<file path="src/rtl/io_map_pkg.sv">
// Shared definitions for the CPU data-port I/O window: register map,
// STATUS bit layout and the UART serializer state encoding.
package io_map_pkg;

   localparam logic [1:0]  IO_WINDOW_SEL = 2'b11;

   localparam logic [13:0] ADDR_LED    = 14'h3000;
   localparam logic [13:0] ADDR_TX     = 14'h3001;
   localparam logic [13:0] ADDR_STATUS = 14'h3002;
   localparam logic [13:0] ADDR_CYCLE  = 14'h3003;
   localparam logic [13:0] ADDR_DROPS  = 14'h3004;

   localparam int ST_FULL_BIT  = 0;
   localparam int ST_EMPTY_BIT = 1;
   localparam int ST_BUSY_BIT  = 2;
   localparam int ST_COUNT_LSB = 8;

   typedef enum logic [1:0] {
      SER_IDLE,
      SER_START,
      SER_DATA,
      SER_STOP
   } ser_state_t;

endpackage

</file>
<file path="src/rtl/uart_tx_serializer.sv">
// 8N1 UART transmitter. Pulls bytes with a valid/ready handshake and chains
// frames with no idle gap while bytes keep arriving.
module uart_tx_serializer
   import io_map_pkg::*;
#(
   parameter int CLKS_PER_BIT = 434
) (
   input  logic       clk,
   input  logic       rst,
   input  logic [7:0] i_data,
   input  logic       i_valid,
   output logic       o_ready,
   output logic       o_txd,
   output logic       o_busy
);

   localparam int BW = (CLKS_PER_BIT > 1) ? $clog2(CLKS_PER_BIT) : 1;
   localparam logic [BW-1:0] BAUD_LAST = BW'(CLKS_PER_BIT - 1);

   ser_state_t    r_state, w_state_nxt;
   logic [BW-1:0] r_baud, w_baud_nxt;
   logic [2:0]    r_bit, w_bit_nxt;
   logic [7:0]    r_shift, w_shift_nxt;
   logic          r_txd, w_txd_nxt;
   logic          w_baud_done;

   assign w_baud_done = (r_baud == BAUD_LAST);

   always_ff @(posedge clk) begin
      if (rst) begin
         r_state <= SER_IDLE;
         r_baud  <= '0;
         r_bit   <= '0;
         r_txd   <= 1'b1;
      end else begin
         r_state <= w_state_nxt;
         r_baud  <= w_baud_nxt;
         r_bit   <= w_bit_nxt;
         r_txd   <= w_txd_nxt;
      end
   end

   always_ff @(posedge clk) begin
      r_shift <= w_shift_nxt;
   end

   // txd is computed for the state being entered so the output stays registered
   always_comb begin
      w_state_nxt = r_state;
      w_baud_nxt  = w_baud_done ? '0 : r_baud + 1'b1;
      w_bit_nxt   = r_bit;
      w_shift_nxt = r_shift;
      w_txd_nxt   = r_txd;
      o_ready     = 1'b0;
      case (r_state)
         SER_IDLE: begin
            w_baud_nxt = '0;
            w_txd_nxt  = 1'b1;
            if (i_valid) begin
               o_ready     = 1'b1;
               w_shift_nxt = i_data;
               w_state_nxt = SER_START;
               w_txd_nxt   = 1'b0;
            end
         end
         SER_START: begin
            if (w_baud_done) begin
               w_state_nxt = SER_DATA;
               w_bit_nxt   = '0;
               w_txd_nxt   = r_shift[0];
            end
         end
         SER_DATA: begin
            if (w_baud_done) begin
               if (r_bit == 3'd7) begin
                  w_state_nxt = SER_STOP;
                  w_txd_nxt   = 1'b1;
               end else begin
                  w_bit_nxt   = r_bit + 3'd1;
                  w_shift_nxt = {1'b0, r_shift[7:1]};
                  w_txd_nxt   = r_shift[1];
               end
            end
         end
         SER_STOP: begin
            if (w_baud_done) begin
               if (i_valid) begin
                  o_ready     = 1'b1;
                  w_shift_nxt = i_data;
                  w_state_nxt = SER_START;
                  w_txd_nxt   = 1'b0;
               end else begin
                  w_state_nxt = SER_IDLE;
                  w_txd_nxt   = 1'b1;
               end
            end
         end
         default: begin
            w_state_nxt = SER_IDLE;
            w_txd_nxt   = 1'b1;
         end
      endcase
   end

   assign o_txd  = r_txd;
   assign o_busy = (r_state != SER_IDLE);

endmodule

</file>
<file path="src/rtl/data_io_responder.sv">
// Target side of the CPU data port for the I/O window: LED, cycle and drop
// counters, and a TX FIFO feeding the UART serializer.
module data_io_responder
   import io_map_pkg::*;
#(
   parameter int CLKS_PER_BIT    = 434,
   parameter int FIFO_DEPTH_LOG2 = 4
) (
   input  logic        clk,
   input  logic        rst,
   input  logic [13:0] dataAddress,
   input  logic        dataWrEn,
   input  logic [31:0] dataFromCpu,
   output logic [31:0] dataToCpu,
   output logic        ioSel,
   output logic [7:0]  leds,
   output logic        txd,
   output logic        txIrq
);

   localparam int DEPTH = 1 << FIFO_DEPTH_LOG2;
   localparam int CW    = FIFO_DEPTH_LOG2 + 1;

   logic [7:0]                 r_mem [DEPTH];
   logic [FIFO_DEPTH_LOG2-1:0] r_wr_ptr, r_rd_ptr;
   logic [CW-1:0]              r_count;
   logic [7:0]                 r_leds;
   logic [31:0]                r_cycle;
   logic [15:0]                r_drops;

   logic        w_full, w_empty, w_wr_io, w_push_req, w_push, w_drop, w_pop;
   logic        w_ser_ready, w_busy, w_unused;
   logic [31:0] w_status, w_rdata;

   assign ioSel      = (dataAddress[13:12] == IO_WINDOW_SEL);
   assign w_wr_io    = dataWrEn && ioSel;
   assign w_full     = (r_count == CW'(DEPTH));
   assign w_empty    = (r_count == '0);
   assign w_push_req = w_wr_io && (dataAddress == ADDR_TX);
   assign w_push     = w_push_req && !w_full;
   assign w_drop     = w_push_req && w_full;
   assign w_pop      = w_ser_ready && !w_empty;
   assign w_unused   = ^dataFromCpu[31:8];

   // Full/empty come from pre-edge state, so a push on a full FIFO drops even if a pop lands
   always_ff @(posedge clk) begin
      if (rst) begin
         r_wr_ptr <= '0;
         r_rd_ptr <= '0;
         r_count  <= '0;
      end else begin
         if (w_push) r_wr_ptr <= r_wr_ptr + 1'b1;
         if (w_pop)  r_rd_ptr <= r_rd_ptr + 1'b1;
         case ({w_push, w_pop})
            2'b10:   r_count <= r_count + 1'b1;
            2'b01:   r_count <= r_count - 1'b1;
            default: r_count <= r_count;
         endcase
      end
   end

   always_ff @(posedge clk) begin
      if (w_push) r_mem[r_wr_ptr] <= dataFromCpu[7:0];
   end

   always_ff @(posedge clk) begin
      if (rst) begin
         r_leds  <= '0;
         r_cycle <= '0;
         r_drops <= '0;
      end else begin
         if (w_wr_io && (dataAddress == ADDR_LED)) r_leds <= dataFromCpu[7:0];
         if (w_wr_io && (dataAddress == ADDR_CYCLE)) r_cycle <= '0;
         else                                        r_cycle <= r_cycle + 32'd1;
         if (w_wr_io && (dataAddress == ADDR_DROPS))  r_drops <= '0;
         else if (w_drop && (r_drops != 16'hFFFF))    r_drops <= r_drops + 16'd1;
      end
   end

   uart_tx_serializer #(
      .CLKS_PER_BIT (CLKS_PER_BIT)
   ) u_ser (
      .clk     (clk),
      .rst     (rst),
      .i_data  (r_mem[r_rd_ptr]),
      .i_valid (!w_empty),
      .o_ready (w_ser_ready),
      .o_txd   (txd),
      .o_busy  (w_busy)
   );

   always_comb begin
      w_status                      = '0;
      w_status[ST_FULL_BIT]         = w_full;
      w_status[ST_EMPTY_BIT]        = w_empty;
      w_status[ST_BUSY_BIT]         = w_busy;
      w_status[ST_COUNT_LSB +: CW]  = r_count;
      w_rdata                       = '0;
      case (dataAddress)
         ADDR_LED:    w_rdata = {24'd0, r_leds};
         ADDR_STATUS: w_rdata = w_status;
         ADDR_CYCLE:  w_rdata = r_cycle;
         ADDR_DROPS:  w_rdata = {16'd0, r_drops};
         default:     w_rdata = '0;
      endcase
   end

   assign dataToCpu = ioSel ? w_rdata : 32'd0;
   assign leds      = r_leds;
   assign txIrq     = w_empty && !w_busy;

endmodule

</file>
<file path="config.mk">
export PLATFORM = sky130hd
export DESIGN_NAME = data_io_responder
export DESIGN_NICKNAME = d
export VERILOG_FILES = /design/src/rtl/io_map_pkg.sv /design/src/rtl/uart_tx_serializer.sv /design/src/rtl/data_io_responder.sv
export SDC_FILE = /design/constraint.sdc
export NUM_CORES = 1
export LEC_CHECK = 0
export CORE_UTILIZATION = 30
export CTS_CLUSTER_SIZE = 25
export DETAILED_ROUTE_END_ITERATION = 8
export GPL_TIMING_DRIVEN = 0
export PLACE_DENSITY = 0.57
export SLEW_MARGIN = 20
export SYNTH_ARGS = -nofsm -noshare
export SYNTH_HDL_FRONTEND = slang
export SYNTH_SLANG_ARGS = --single-unit
export TNS_END_PERCENT = 50
</file>
<file path="constraint.sdc">
create_clock -name clk -period 4.2 [get_ports clk]
set_input_delay 0.63 -clock clk [delete_from_list [all_inputs] [get_ports clk]]
set_output_delay 0.63 -clock clk [all_outputs]
set_load 0.02 [all_outputs]
</file>
# Word level (Yosys, flattened, before mapping)

Memory sizes are Yosys's and may differ from the RTL's. A register that Yosys moved wholly into a read port is not among the register bits.
Index checks and enable logic that the tools add are counted.

Mux-type cells: 32
Reduce and logical (&&, ||, !) cells: 26
Equal/unequal tests: 21
Add/subtract/negate cells: 8

Operators by type and width:

| kind                                          | count |
|---|---|
| case mux 32 bit (4 select lines)              | 1 |
| equality test 14 bit, second input constant   | 5 |
| adder 32 x 1 -> 32 bit, second input constant | 1 |
| 2-to-1 mux 32 bit                             | 1 |
| 2-to-1 mux 8 bit                              | 4 |
| case mux 8 bit (3 select lines)               | 1 |
| adder 16 x 1 -> 16 bit, second input constant | 1 |
| != test 16 bit, second input constant         | 1 |
| logical AND 1 bit                             | 10 |
| 2-to-1 mux 1 bit                              | 10 |
| 2-to-1 mux 2 bit                              | 5 |
| case mux 5 bit (2 select lines)               | 1 |
| adder 9 x 1 -> 9 bit, second input constant   | 1 |
| equality test 9 bit, second input constant    | 1 |
| 2-to-1 mux 3 bit                              | 3 |
| adder 4 x 1 -> 4 bit, second input constant   | 2 |
| equality test 2 bit, second input constant    | 4 |
| 2-to-1 mux 4 bit                              | 2 |
| != test 2 x 1 -> 1 bit, second input constant | 4 |
| case mux 2 bit (4 select lines)               | 1 |
| AND reduction 4 bit                           | 2 |
| case mux 3 bit (2 select lines)               | 1 |
| nonzero test 2 bit                            | 3 |
| adder 5 x 1 -> 5 bit, second input constant   | 1 |
| 16 further kinds                              | 21 |

RAM bits: 128
Memories kept: 1
Word-level logic and storage cells: 99
Output and inout bits: 43
Input bits: 49
Register bits after elaboration: 92

Memory list:

| name  | depth | width | read ports | clocked after memory_dff | wr ports | RTL line                | text |
|---|---|---|---|---|---|---|---|
| r_mem | 16    | 8     | 1          | 1                        | 1        | data_io_responder.sv:24 | `logic [7:0] r_mem [DEPTH];` |

# Depth between registers and ports, before layout

Word-level depth: 7
Mapped depth: 15
Gate-level depth less buffers: 13

# By module

From an unflattened synthesis, not the netlist that was laid out.

Cells, all modules: 779
Area total of the unflattened synthesis: 10005.8 µm²

Modules (own cells, without submodules):

| module             | area an instance (µm²) | cells each | instances |
|---|---|---|---|
| data_io_responder  | 8770.9                 | 658        | 1 |
| uart_tx_serializer | 1234.9                 | 121        | 1 |

# Worst setup path before layout

No wires, ideal clock.

Path type: input-to-reg
Start: in dataAddress[7]
End: reg r_count[4]
Path slack: 1117 ps
Required time: 4077 ps
Stages on the path: 13
Data arrival time: 2959 ps
Buffers on the path: 1
Cells stage by stage: nor4_4 > nand3_2 > nor3_4 > inv_4 > ha_1 > buf_6 > xor2_1 > ha_1 > nor2_1 > nand3_1 > a21oi_1 > a311oi_1 > mux2_1

Word-level cells in the longest chain between the ends: 5
Elaborated cells on any way between the ends: 7

RTL lines:

| what                                                                         | RTL line                | text |
|---|---|---|
| start: declaration                                                           | data_io_responder.sv:11 | `input logic [13:0] dataAddress,` |
| equality test 14 bit (*)                                                     | data_io_responder.sv:39 | `assign w_push_req = w_wr_io && (dataAddress == ADDR_TX);` |
| logical AND 1 bit (*)                                                        | data_io_responder.sv:39 |  |
| logical AND 1 bit (*)                                                        | data_io_responder.sv:40 | `assign w_push = w_push_req && !w_full;` |
| equality test 2 x 1 -> 1 bit / equality test 2 bit (equally long branches)   | data_io_responder.sv:54 | `case ({w_push, w_pop})` |
| case mux 5 bit (2 select lines) / nonzero test 2 bit (equally long branches) | -                       |  |
| end signal: assignment                                                       | data_io_responder.sv:55 | `2'b10: r_count <= r_count + 1'b1;` |
| end signal: assignment                                                       | data_io_responder.sv:56 | `2'b01: r_count <= r_count - 1'b1;` |
| end signal: assignment                                                       | data_io_responder.sv:57 | `default: r_count <= r_count;` |
| end: declaration                                                             | data_io_responder.sv:26 | `logic [CW-1:0] r_count;` |

Mark *: on every way between the ends. The rest lies on a longest branch, timed or not.
A chain may end at the register's enable or synchronous reset.

# Worst setup path after layout

Start: in dataAddress[7]
End: out dataToCpu[0]

Word-level cells in the longest chain between the ends: 3
Elaborated cells on any way between the ends: 6

RTL lines:

| what                                 | RTL line                 | text |
|---|---|---|
| equality test 14 bit                 | data_io_responder.sv:99  | `case (dataAddress)` |
| case mux 32 bit (4 select lines) (*) | data_io_responder.sv:99  |  |
| 2-to-1 mux 32 bit (*)                | data_io_responder.sv:108 | `assign dataToCpu = ioSel ? w_rdata : 32'd0;` |
| end: declaration                     | data_io_responder.sv:14  | `output logic [31:0] dataToCpu,` |

Marked as above.

==> impl_metrics.env <==
export IMPL_share_comb_of_total_power=0.047
export IMPL_die_area_mm2=0.0337
export IMPL_wire_per_inst_um=17.2
export IMPL_vdd_ir_drop_max_uv=268
export IMPL_cts_reportedPaths_clkPinSlew_ps=60
export IMPL_finish_instance_area_mm2=0.0119
export IMPL_relSlewSlack=0.345
export IMPL_p_leak_nw=3.91
export IMPL_synthArstFlopShare=0
export IMPL_dr_pass1_iters=7
export IMPL_synth_edff_count=136
export IMPL_cp_slowest_cell="clkdlybuf4s50_1"
export IMPL_fin_ws_ps=180
export IMPL_htreeDepth=1
export IMPL_drt_antenna_violating_nets=0
export IMPL_top_usage_layer="met2"
export IMPL_cp_max_fo=10
export IMPL_use_met3=0.0180
export IMPL_ios=92
export IMPL_start_util=0.305
export IMPL_ys_top_cells_by_area="edfxtp_1, dfxtp_1, mux4_2"
export IMPL_ys_flop_type="edfxtp_1"
export IMPL_yosys_top_cells_count="edfxtp_1, nor2_1, dfxtp_1"
export IMPL_skew_ps=29.3
export IMPL_finalHoldViolCount=0
export IMPL_maxCapViolations=0
export IMPL_die_x_um=184
export IMPL_wirelength_um=22800
export IMPL_syn_area_mm2=0.00988
export IMPL_reg2reg_depth=14
export IMPL_gp_congestion=0.838
export IMPL_yosysTopAreaCellShare=0.413
export IMPL_switchingPower_w=0.00103
export IMPL_cp_end_kind="output port"
export IMPL_period_needed_ps=4020
export IMPL_hp_start="rst"
export IMPL_dp_hpwl_um=15500
export IMPL_place_area_mm2=0.0111
export IMPL_via_count=6398
export IMPL_cts_sinks=224
export IMPL_worst_hold_slack_ps=461
export IMPL_place_ws_ps=-106
export IMPL_post_cts_buffers=0
export IMPL_hold_buffers=0
export IMPL_ys_types=64
export IMPL_cts_tree="yes"
export IMPL_cts_made_buffers=24
export IMPL_ys_warn_count=0
export IMPL_rsz0062_at_grt="no"
export IMPL_period_share=0.957
export IMPL_grt_pass1_wl_um=36000
export IMPL_syn_area_per_cell_um2=12.7
export IMPL_final_cell_count_no_fill=1330
export IMPL_synth_seq_cells=224
export IMPL_synth_largest_area_cell="edfxtp_1"
export IMPL_core_region_area_mm2=0.0325
export IMPL_slowest_delay_ps=680
export IMPL_crit_required_ps=3570
export IMPL_vias_per_cell=4.81
export IMPL_startpoint_type="input pin"
export IMPL_hold_depth=3
export IMPL_placedCellCount=1287
export IMPL_clk_path_buf_depth=3
export IMPL_synth_most_common_cell="edfxtp_1"
export IMPL_area_delta_synth_final_pct=20.7
export IMPL_power_frac_seq=0.498
export IMPL_row_count=66
export IMPL_nNetsFinal=937
export IMPL_tightest_slew_ps=980
export IMPL_io_buffers=66
export IMPL_diodes=0
export IMPL_use_met2=0.216
export IMPL_drive_gt1_frac=0.128
export IMPL_drv_slew=0
export IMPL_grt_pass1_vias=6197
export IMPL_finalSetupViolations=0
export IMPL_path_class="input pin to output port"
export IMPL_status="complete, no violations"
export IMPL_clockPowerShare=0.455
export IMPL_grt_usage=0.138
export IMPL_synth_seq_area_share=0.591
export IMPL_drcViolationCount=0
export IMPL_power_density_mw_per_mm2=398
export IMPL_grt_overflow_total=0
export IMPL_arrival_ps=3390
export IMPL_rr_endpoint="r_count[4]"
export IMPL_switching_share=0.216
export IMPL_met1_usage=0.202
export IMPL_root_buffer="clkbuf_16"
export IMPL_worst_r2r_setup_slack_ps=850
export IMPL_clk_latency_ps=540
export IMPL_synth_nets=846
export IMPL_cpMostUsedCell="clkdlybuf4s50_1"
export IMPL_synthCells=779
export IMPL_worstPathCellList="clkdlybuf4s50_1, nor4_4, and3_1, nand3_1, nor2_2, clkbuf_2, a222oi_1, o21ai_0, clkdlybuf4s50_1"
export IMPL_p_int_w=0.00372
export IMPL_drt_iter0_drc=610
export IMPL_antenna_found_initial=0
export IMPL_worstReg2RegStart="u_ser.r_baud[0]"
export IMPL_hp_class="input pin to flip-flop"
export IMPL_timing_fmax_ghz=0.249
export IMPL_holdPathEnd="r_count[4]"
export IMPL_grt_max_degree=18
export IMPL_dieHeight_um=184
==> flip-flops by register name, summed over array words and instances (netlist names), named ones only <==
name	cells
u_ser.r_baud	9
leds	8
u_ser.r_state	2
u_ser.r_shift	8
r_count	5
u_ser.o_txd	1
r_mem	128
u_ser.r_bit	3
r_cycle	32
r_drops	16
r_wr_ptr	4
r_rd_ptr	4
==> power groups by stage <==
| stage | sequential, W | clock [W] | combinational (W) |
|---|---|---|---|
| 3_3_place_gp | 0.00241 | 0 | 0.000222 |
| 5_1_grt | 0.00237 | 0.00229 | 0.000248 |
| 3_5_place_dp | 0.00241 | 0 | 0.000226 |
| 4_1_cts | 0.00236 | 0.00221 | 0.000226 |
| 2_1_floorplan | 0.00241 | 0 | 0.000123 |
| 6_report | 0.00236 | 0.00216 | 0.000223 |
==> worst max-delay path, delay by kind of cell <==
kind            cells  cell delay, ps
simple gates        4            1040
buf+inv             3            1430
compound gates      2             280
==> routing by layer <==
| metal | vias to the layer above | routed length, um |
|---|---|---|
| met4 | 0 | 418 |
| li1 | 3041 | - |
| met3 | 32 | 1070 |
| met2 | 158 | 10300 |
| met1 | 3167 | 11000 |
| met5 | - | 0 |
==> worst max-delay path by stage <==
stage | start | slack (ps) | end
global placement | dataAddress[7] | -130 | dataToCpu[2]
global route | dataAddress[7] | 10 | dataToCpu[2]
CTS | dataAddress[7] | 20 | dataToCpu[8]
finish | dataAddress[7] | 180 | dataToCpu[0]
floorplan | dataAddress[7] | 1120 | r_count[4]
detailed placement | dataAddress[7] | -110 | dataToCpu[2]
==> cell families (layout without fill, tap and decap cells) <==
kind of cell	Yosys count	count (layout)	synth area share
XOR/XNOR	56	56	0.0496
flip-flops	224	224	0.591
AO/OA/AOI/OAI	71	71	0.0546
adder cells (fa/ha/maj)	18	18	0.0228
multiplexers	45	45	0.0963
AND/OR/NAND/NOR	300	300	0.154
buffers and inverters	65	174	0.0315
==> cells in the final DEF, fill, tap and decap left out, drive strengths merged, types with 3 or more instances in the layout <==
| cell | instances |
|---|---|
| dfxtp | 88 |
| nand2 | 52 |
| ha | 18 |
| a222oi | 13 |
| clkinv | 7 |
| nand2b | 6 |
| and4 | 4 |
| a21oi | 21 |
| or3 | 4 |
| buf | 14 |
| and3 | 12 |
| nand3 | 37 |
| xnor2 | 22 |
| inv | 28 |
| edfxtp | 136 |
| bufinv | 3 |
| clkbuf | 56 |
| xor2 | 34 |
| and2 | 19 |
| nor4 | 3 |
| a22o | 3 |
| mux2i | 4 |
| mux4 | 40 |
| nor3b | 3 |
| nor2 | 113 |
| clkdlybuf4s50 | 66 |
| o21ai | 15 |
| nor3 | 17 |
| nand4 | 17 |
==> stage by stage <==
stage	power, W	setup TNS (ps)	util
2_1_floorplan	0.00253	0	-
3_3_place_gp	0.00263	-660	0.342
3_5_place_dp	0.00264	-382	0.343
4_1_cts	0.00480	0	0.368
5_1_grt	0.00490	0	0.368
6_report	0.00475	0	0.368
==> cell type report <==
type,instances,area (um2)
inverters,28,108
well taps,442,553
repair buffers,66,661
fillers,3142,20500
multi-input cells,490,3750
flip-flops and latches,224,5850
plain buffers,36,204
clock buffers,34,658
clock inverters,10,150
==> timing repair <==
item,4_1_cts,5_1_grt
setup endpoints to repair,10,16
hold endpoints to repair,0,0
gates resized for setup,2,3
pin swaps,0,0
(Power assumes the default switching activity.)
